### src/rtl/sha256_csa_accumulator_if.sv
`default_nettype none
// ============================================================================
// sha256_csa_accumulator_if : operand stream in, resolved sum out.
// Rev 1.0
// ============================================================================
interface sha256_csa_accumulator_if #(
  parameter int WIDTH = 32,
  parameter int CNT_W = 4
);
  logic             in_valid;
  logic             in_ready;
  logic [WIDTH-1:0] in_data;
  logic             in_last;
  logic             out_valid;
  logic             out_ready;
  logic [WIDTH-1:0] out_sum;
  logic [CNT_W-1:0] out_count;

  modport master (
    output in_valid, in_data, in_last, out_ready,
    input  in_ready, out_valid, out_sum, out_count
  );

  modport slave (
    input  in_valid, in_data, in_last, out_ready,
    output in_ready, out_valid, out_sum, out_count
  );
endinterface
`default_nettype wire

### src/rtl/sha256_csa_accumulator.sv
`default_nettype none
// ============================================================================
// sha256_csa_accumulator : carry-save multi-operand adder mod 2^WIDTH.
// Rev 1.0
// ============================================================================
module sha256_csa_accumulator #(
  parameter int WIDTH = 32,
  parameter int CNT_W = 4
) (
  input  wire logic               clk,
  input  wire logic               rst,
  sha256_csa_accumulator_if.slave bus
);

  typedef enum logic [1:0] {
    ST_ACCUM   = 2'd0,
    ST_RESOLVE = 2'd1,
    ST_OUTPUT  = 2'd2
  } state_e;

  state_e           state_q, state_d;
  logic [WIDTH-1:0] s_q, s_d;
  logic [WIDTH-1:0] c_q, c_d;
  logic [CNT_W-1:0] cnt_q, cnt_d;
  logic [WIDTH-1:0] sum_q, sum_d;
  logic [CNT_W-1:0] count_q, count_d;

  logic [WIDTH-1:0] w_maj;
  logic             w_accept;

  assign w_accept = bus.in_valid && (state_q == ST_ACCUM);
  assign w_maj    = (s_q & c_q) | (bus.in_data & (s_q ^ c_q));

  always_comb begin
    state_d = state_q;
    s_d     = s_q;
    c_d     = c_q;
    cnt_d   = cnt_q;
    sum_d   = sum_q;
    count_d = count_q;
    unique case (state_q)
      ST_ACCUM: begin
        if (w_accept) begin
          s_d   = s_q ^ c_q ^ bus.in_data;
          // Carry out of the MSB falls off: arithmetic is mod 2^WIDTH.
          c_d   = {w_maj[WIDTH-2:0], 1'b0};
          cnt_d = (cnt_q == {CNT_W{1'b1}}) ? cnt_q : cnt_q + CNT_W'(1);
          if (bus.in_last) begin
            state_d = ST_RESOLVE;
          end
        end
      end
      ST_RESOLVE: begin
        sum_d   = s_q + c_q;
        count_d = cnt_q;
        state_d = ST_OUTPUT;
      end
      ST_OUTPUT: begin
        if (bus.out_ready) begin
          s_d     = '0;
          c_d     = '0;
          cnt_d   = '0;
          state_d = ST_ACCUM;
        end
      end
      default: begin
        state_d = ST_ACCUM;
      end
    endcase
  end

  always_ff @(posedge clk) begin
    if (rst) begin
      state_q <= ST_ACCUM;
      s_q     <= '0;
      c_q     <= '0;
      cnt_q   <= '0;
      sum_q   <= '0;
      count_q <= '0;
    end else begin
      state_q <= state_d;
      s_q     <= s_d;
      c_q     <= c_d;
      cnt_q   <= cnt_d;
      sum_q   <= sum_d;
      count_q <= count_d;
    end
  end

  assign bus.in_ready  = (state_q == ST_ACCUM);
  assign bus.out_valid = (state_q == ST_OUTPUT);
  assign bus.out_sum   = sum_q;
  assign bus.out_count = count_q;

endmodule
`default_nettype wire

### src/flat_wrapper.sv
// flat-port wrapper written by rule: the top's interface ports become plain ports
module sha256_csa_accumulator_flat 
#(
  parameter int WIDTH = 32,
  parameter int CNT_W = 4
)
  (clk, rst, bus_in_valid, bus_in_data, bus_in_last, bus_out_ready, bus_in_ready, bus_out_valid, bus_out_sum, bus_out_count);
  sha256_csa_accumulator_if #(.WIDTH(WIDTH), .CNT_W(CNT_W)) bus_i ();
  input  wire logic clk;
  input  wire logic rst;
  input wire logic [$bits(bus_i.in_valid)-1:0] bus_in_valid;
  input wire logic [$bits(bus_i.in_data)-1:0] bus_in_data;
  input wire logic [$bits(bus_i.in_last)-1:0] bus_in_last;
  input wire logic [$bits(bus_i.out_ready)-1:0] bus_out_ready;
  output wire logic [$bits(bus_i.in_ready)-1:0] bus_in_ready;
  output wire logic [$bits(bus_i.out_valid)-1:0] bus_out_valid;
  output wire logic [$bits(bus_i.out_sum)-1:0] bus_out_sum;
  output wire logic [$bits(bus_i.out_count)-1:0] bus_out_count;
  assign bus_i.in_valid = bus_in_valid;
  assign bus_i.in_data = bus_in_data;
  assign bus_i.in_last = bus_in_last;
  assign bus_i.out_ready = bus_out_ready;
  assign bus_in_ready = bus_i.in_ready;
  assign bus_out_valid = bus_i.out_valid;
  assign bus_out_sum = bus_i.out_sum;
  assign bus_out_count = bus_i.out_count;
  sha256_csa_accumulator #(.WIDTH(WIDTH), .CNT_W(CNT_W)) u_core (.clk(clk), .rst(rst), .bus(bus_i));
endmodule
### config.mk
export PLATFORM = sky130hd
export DESIGN_NAME = sha256_csa_accumulator_flat
export DESIGN_NICKNAME = d
export VERILOG_FILES = /design/src/rtl/sha256_csa_accumulator_if.sv /design/src/rtl/sha256_csa_accumulator.sv /design/src/flat_wrapper.sv
export SDC_FILE = /design/constraint.sdc
export NUM_CORES = 1
export LEC_CHECK = 0
export CAP_MARGIN = 20
export CORE_MARGIN = 5
export CORE_UTILIZATION = 35
export CTS_BUF_LIST = sky130_fd_sc_hd__clkbuf_16
export DETAILED_ROUTE_END_ITERATION = 8
export PLACE_DENSITY = 0.63
export REMOVE_ABC_BUFFERS = 1
export SYNTH_ARGS = -nofsm -noshare
export SYNTH_HDL_FRONTEND = slang
export SYNTH_SLANG_ARGS = --single-unit
### constraint.sdc
create_clock -name clk -period 2.7 [get_ports clk]
set_clock_uncertainty 0.1 [all_clocks]
set_input_delay 0.54 -clock clk [delete_from_list [all_inputs] [get_ports clk]]
set_output_delay 0.54 -clock clk [all_outputs]
set_load 0.03 [all_outputs]
==> impl_metrics.csv <==
group,metric,value,unit
outcome,outcome,"completed",
logic_synthesis,mappedNetlistArea,5946,µm²
routing,drt-wirelength-per-cell,16.55,µm
timing,setup_ws,0.1924,ns
power,power.density,477.7,nW/µm²
timing,setup_viol,0,
global_routing,grt_pass1_vias,4958,
logic_synthesis,ys_seq_area_share,35.35,%
timing,worstMarginPinSlew,0.8866,ns
worst_setup_path,cp.required,2.88,ns
die,die_w,140.3,µm
power,combPwrFrac,17.6,%
timing,drv_slew,0,
logic_synthesis,synth_top_area_share,35.35,%
die,io_pins,75,
clocking,root_buffer,"clkbuf_16",
min_path,hold_path.startpoint,"u_core.bus.out_sum[24]$_SDFFE_PP0N_",
clocking,clkTransAtPathRegs,0.06,ns
clocking,cts.sinks,105,
logic_synthesis,async_flop_share,0,%
min_path,hold_class,"reg -> reg",
die,placementRows,47,
global_routing,grt_first_pass_wirelength,25170,µm
place,gp_congestion,0.8876,
worst_setup_path,regToRegStartpoint,"u_core.c_q[1]$_SDFFE_PP0P_",
power,seq_power_share,49.2,%
place,place_ws,0.01974,ns
clocking,numCtsBuffers,9,
global_routing,track_usage,15.47,%
routing,vias,4916,
clocking,cts_buffer_depth,2,
timing,post-route-min-period,2.508,ns
worst_setup_path,critPathLaunchType,"register",
global_routing,grt_start_max_net_pins,34,
logic_synthesis,synth_edf_count,0,
global_routing,grt-ovfl-total,0,
global_routing,antenna_found_initial,0,
routing,drt-pass1-iter-count,5,
logic_synthesis,yosysUniqueCellTypes,68,
clocking,cts_tree,"built",
finish,antenna_cells,0,
worst_setup_path,reg2reg_slack,0.19,ns
finish,fillCellCount,1631,
die,die_area,19690,µm²
die,coreArea,16640,µm²
worst_setup_path,critPathMaxFanout,3,
run,cap_viol_max_count,0,
logic_synthesis,yosysWarningCount,0,
die,start_util,35.73,%
clocking,htree_num_levels,3,
logic_synthesis,ys.flop_type,"dfxtp_1",
routing,viasPerCell,5.355,
logic_synthesis,syn_inst,631,
worst_setup_path,crit_path_end_kind,"register",
place,port_buffers,74,
routing,drt-initial-drc-count,264,
power,ir_worst_vdd,0.3178,mV
finish,final_nets,797,
logic_synthesis,avgSynthCellArea,9.423,µm²
routing,ant_nets,0,
min_path,min_delay_worst_endpoint,"u_core.bus.out_sum[24]$_SDFFE_PP0N_",
min_path,whs_path_depth,2,
routing,wirelength,15200,µm
logic_synthesis,yosys-top-cells-area,"dfxtp_1 35%, fa_1 10%, ha_1 6.7%",
die,dieHeight,140.3,µm
power,power_switching,0.0009668,W
timing,tns,0,ns
timing,slew-limit-headroom,40.62,%
power,p_int,0.002483,W
routing,drc,0,
power,p_sw_share,28.03,%
timing,hold_viol,0,
power,leakage,2.832,nW
worst_setup_path,arrival,2.68,ns
finish,drive_above_1_share,8.739,%
worst_setup_path,r2r_cells,10,
power,power_frac_clock,33.3,%
logic_synthesis,ys_seq_elements,105,
place,dp_hpwl,11630,µm
finish,syn_to_final_growth,21.44,%
worst_setup_path,r2r_end,"u_core.bus.out_sum[31]$_SDFFE_PP0N_",
clocking,hold_buffers,0,
clocking,insertion_delay,0.35,ns
timing,fin_crit_sh,92.87,%
logic_synthesis,yosysTopAreaCell,"dfxtp_1",
worst_setup_path,criticalPathCategory,"reg -> reg",
timing,fmaxAchievable,398.8,MHz
timing,rsz0062_at_grt,"false",
[critical path, cell delays in order, from the launching register on]
cell       delay (ns)
dfxtp_2          0.35
ha_1             0.18
inv_1            0.06
fa_2             0.35
nand2b_4         0.17
a21oi_4          0.21
o2111ai_2        0.21
a31oi_4          0.28
a41oi_2          0.16
xnor2_1          0.16
a211oi_2         0.21
[Yosys cell counts, types with 2 or more instances]
master     instances
a211o_1            3
a211oi_1           5
a211oi_2           4
a21boi_0           2
a21o_1            10
a21oi_1           48
a21oi_2            2
a22o_1            32
a22oi_1           36
a31oi_1            3
a41oi_2            2
and2_1             2
and3_1             3
and4_1             5
buf_1              3
buf_2              6
buf_4              2
clkbuf_1          21
clkbuf_2           2
dfxtp_1          105
fa_1              31
ha_1              32
inv_1             14
mux2i_1            5
nand2_1           63
nand2b_1           5
nand3_1           11
nand3b_1           4
nand4_1            4
nor2_1            49
nor2b_1            6
nor3_1            10
nor4b_1            2
o2111ai_1          2
o211ai_1           5
o21a_1             4
o21ai_0           20
o21ai_1           11
o21bai_1           4
o31ai_1            2
o31ai_2            2
or3_1              3
xnor2_1           15
xor2_1             7
[power by group through the flow]
stage	Clock [W]	Sequential (W)	Combinational [W]
floorplan	0	0.00173	0.000350
global placement	0	0.00173	0.000585
detailed placement	0	0.00173	0.000601
CTS	0.00119	0.00170	0.000606
global route	0.00124	0.00171	0.000677
finish	0.00115	0.00170	0.000606
[through the flow]
stage	instances	util [%]	total power [W]	instance area (µm²)	hold slack, ns
after CTS	916	42.93	0.003488	7144	0.3543
after detailed placement	904	41.49	0.002333	6905	0.3416
after floorplan	595	-	0.002084	5777	0.3429
after global routing	918	43.39	0.003626	7221	0.3746
final	918	43.39	0.003449	7221	0.3468
after global placement	903	41.45	0.002311	6898	0.3369
[layout by cell type, fill, tap and decap left out, drive strengths merged, types with 9 or more instances in the layout]
| cell type | synthesis | final |
|---|---|---|
| o21ai | 31 | 31 |
| nand3 | 11 | 11 |
| nand2 | 63 | 63 |
| xnor2 | 15 | 15 |
| nor3 | 11 | 11 |
| ha | 32 | 32 |
| dfxtp | 105 | 105 |
| a21oi | 50 | 50 |
| inv | 14 | 15 |
| nor2 | 49 | 49 |
| a21o | 11 | 11 |
| clkdlybuf4s50 | 0 | 73 |
| a211oi | 10 | 10 |
| fa | 31 | 31 |
| a22o | 32 | 32 |
| buf | 12 | 18 |
| a22oi | 36 | 36 |
| clkbuf | 23 | 9 |
[flip-flops by register name (all words and copies together), names as in the netlist]
signal	count
u_core.s_q	32
u_core.bus.out_count	4
u_core.state_q	2
u_core.bus.out_sum	32
u_core.c_q	31
u_core.cnt_q	4
[cell families (layout without fill, tap and decap cells)]
group / Yosys count / count (layout) / synth area share [%]
buffers and inverters: 50 / 117 / 3.725
XOR/XNOR: 22 / 22 / 3.241
AND/OR/NAND/NOR: 176 / 176 / 14.14
adder cells (fa/ha/maj): 63 / 63 / 17.17
multiplexers: 5 / 5 / 0.8418
flip-flops: 105 / 105 / 35.35
AO/OA/AOI/OAI: 210 / 210 / 25.53
[how the worst max path moves through the flow]
stage,from,end,depth (start not counted)
after floorplan,u_core.state_q[1]$_SDFFE_PP0P_,u_core.state_q[0]$_SDFFE_PP0P_,4
after global placement,u_core.c_q[1]$_SDFFE_PP0P_,u_core.bus.out_sum[25]$_SDFFE_PP0N_,10
after global routing,u_core.c_q[1]$_SDFFE_PP0P_,u_core.bus.out_sum[25]$_SDFFE_PP0N_,10
after detailed placement,u_core.c_q[1]$_SDFFE_PP0P_,u_core.bus.out_sum[25]$_SDFFE_PP0N_,10
after CTS,u_core.c_q[1]$_SDFFE_PP0P_,u_core.bus.out_sum[25]$_SDFFE_PP0N_,10
final,u_core.c_q[1]$_SDFFE_PP0P_,u_core.bus.out_sum[31]$_SDFFE_PP0N_,10
[layer usage]
layer  vias to the layer above  wire [µm]  track usage [%]
met1                      2389       7145            20.50
met2                        95       7174            25.40
li1                       2418          -                -
met3                        14        607            2.931
met5                         -          0                0
met4                         0        269            5.201
[area by class of cell]
| class | count | area [µm²] | area share (%) |
|---|---|---|---|
| clock buffers | 9 | 225.2 | 3.119 |
| clock inverters | 3 | 13.76 | 0.1906 |
| inverters | 14 | 52.55 | 0.7278 |
| multi-input cells | 476 | 3686 | 51.05 |
| flip-flops and latches | 105 | 2105 | 29.15 |
| well taps | 220 | 275.3 | 3.812 |
| repair buffers | 91 | 863.3 | 11.96 |
[timing repair]
action	4_1_cts	5_1_grt
pin swaps	0	3
setup buffers	0	2
gates resized for setup	0	11
setup endpoints to repair	1	8
Note: power is estimated with default switching activity, not from simulation.
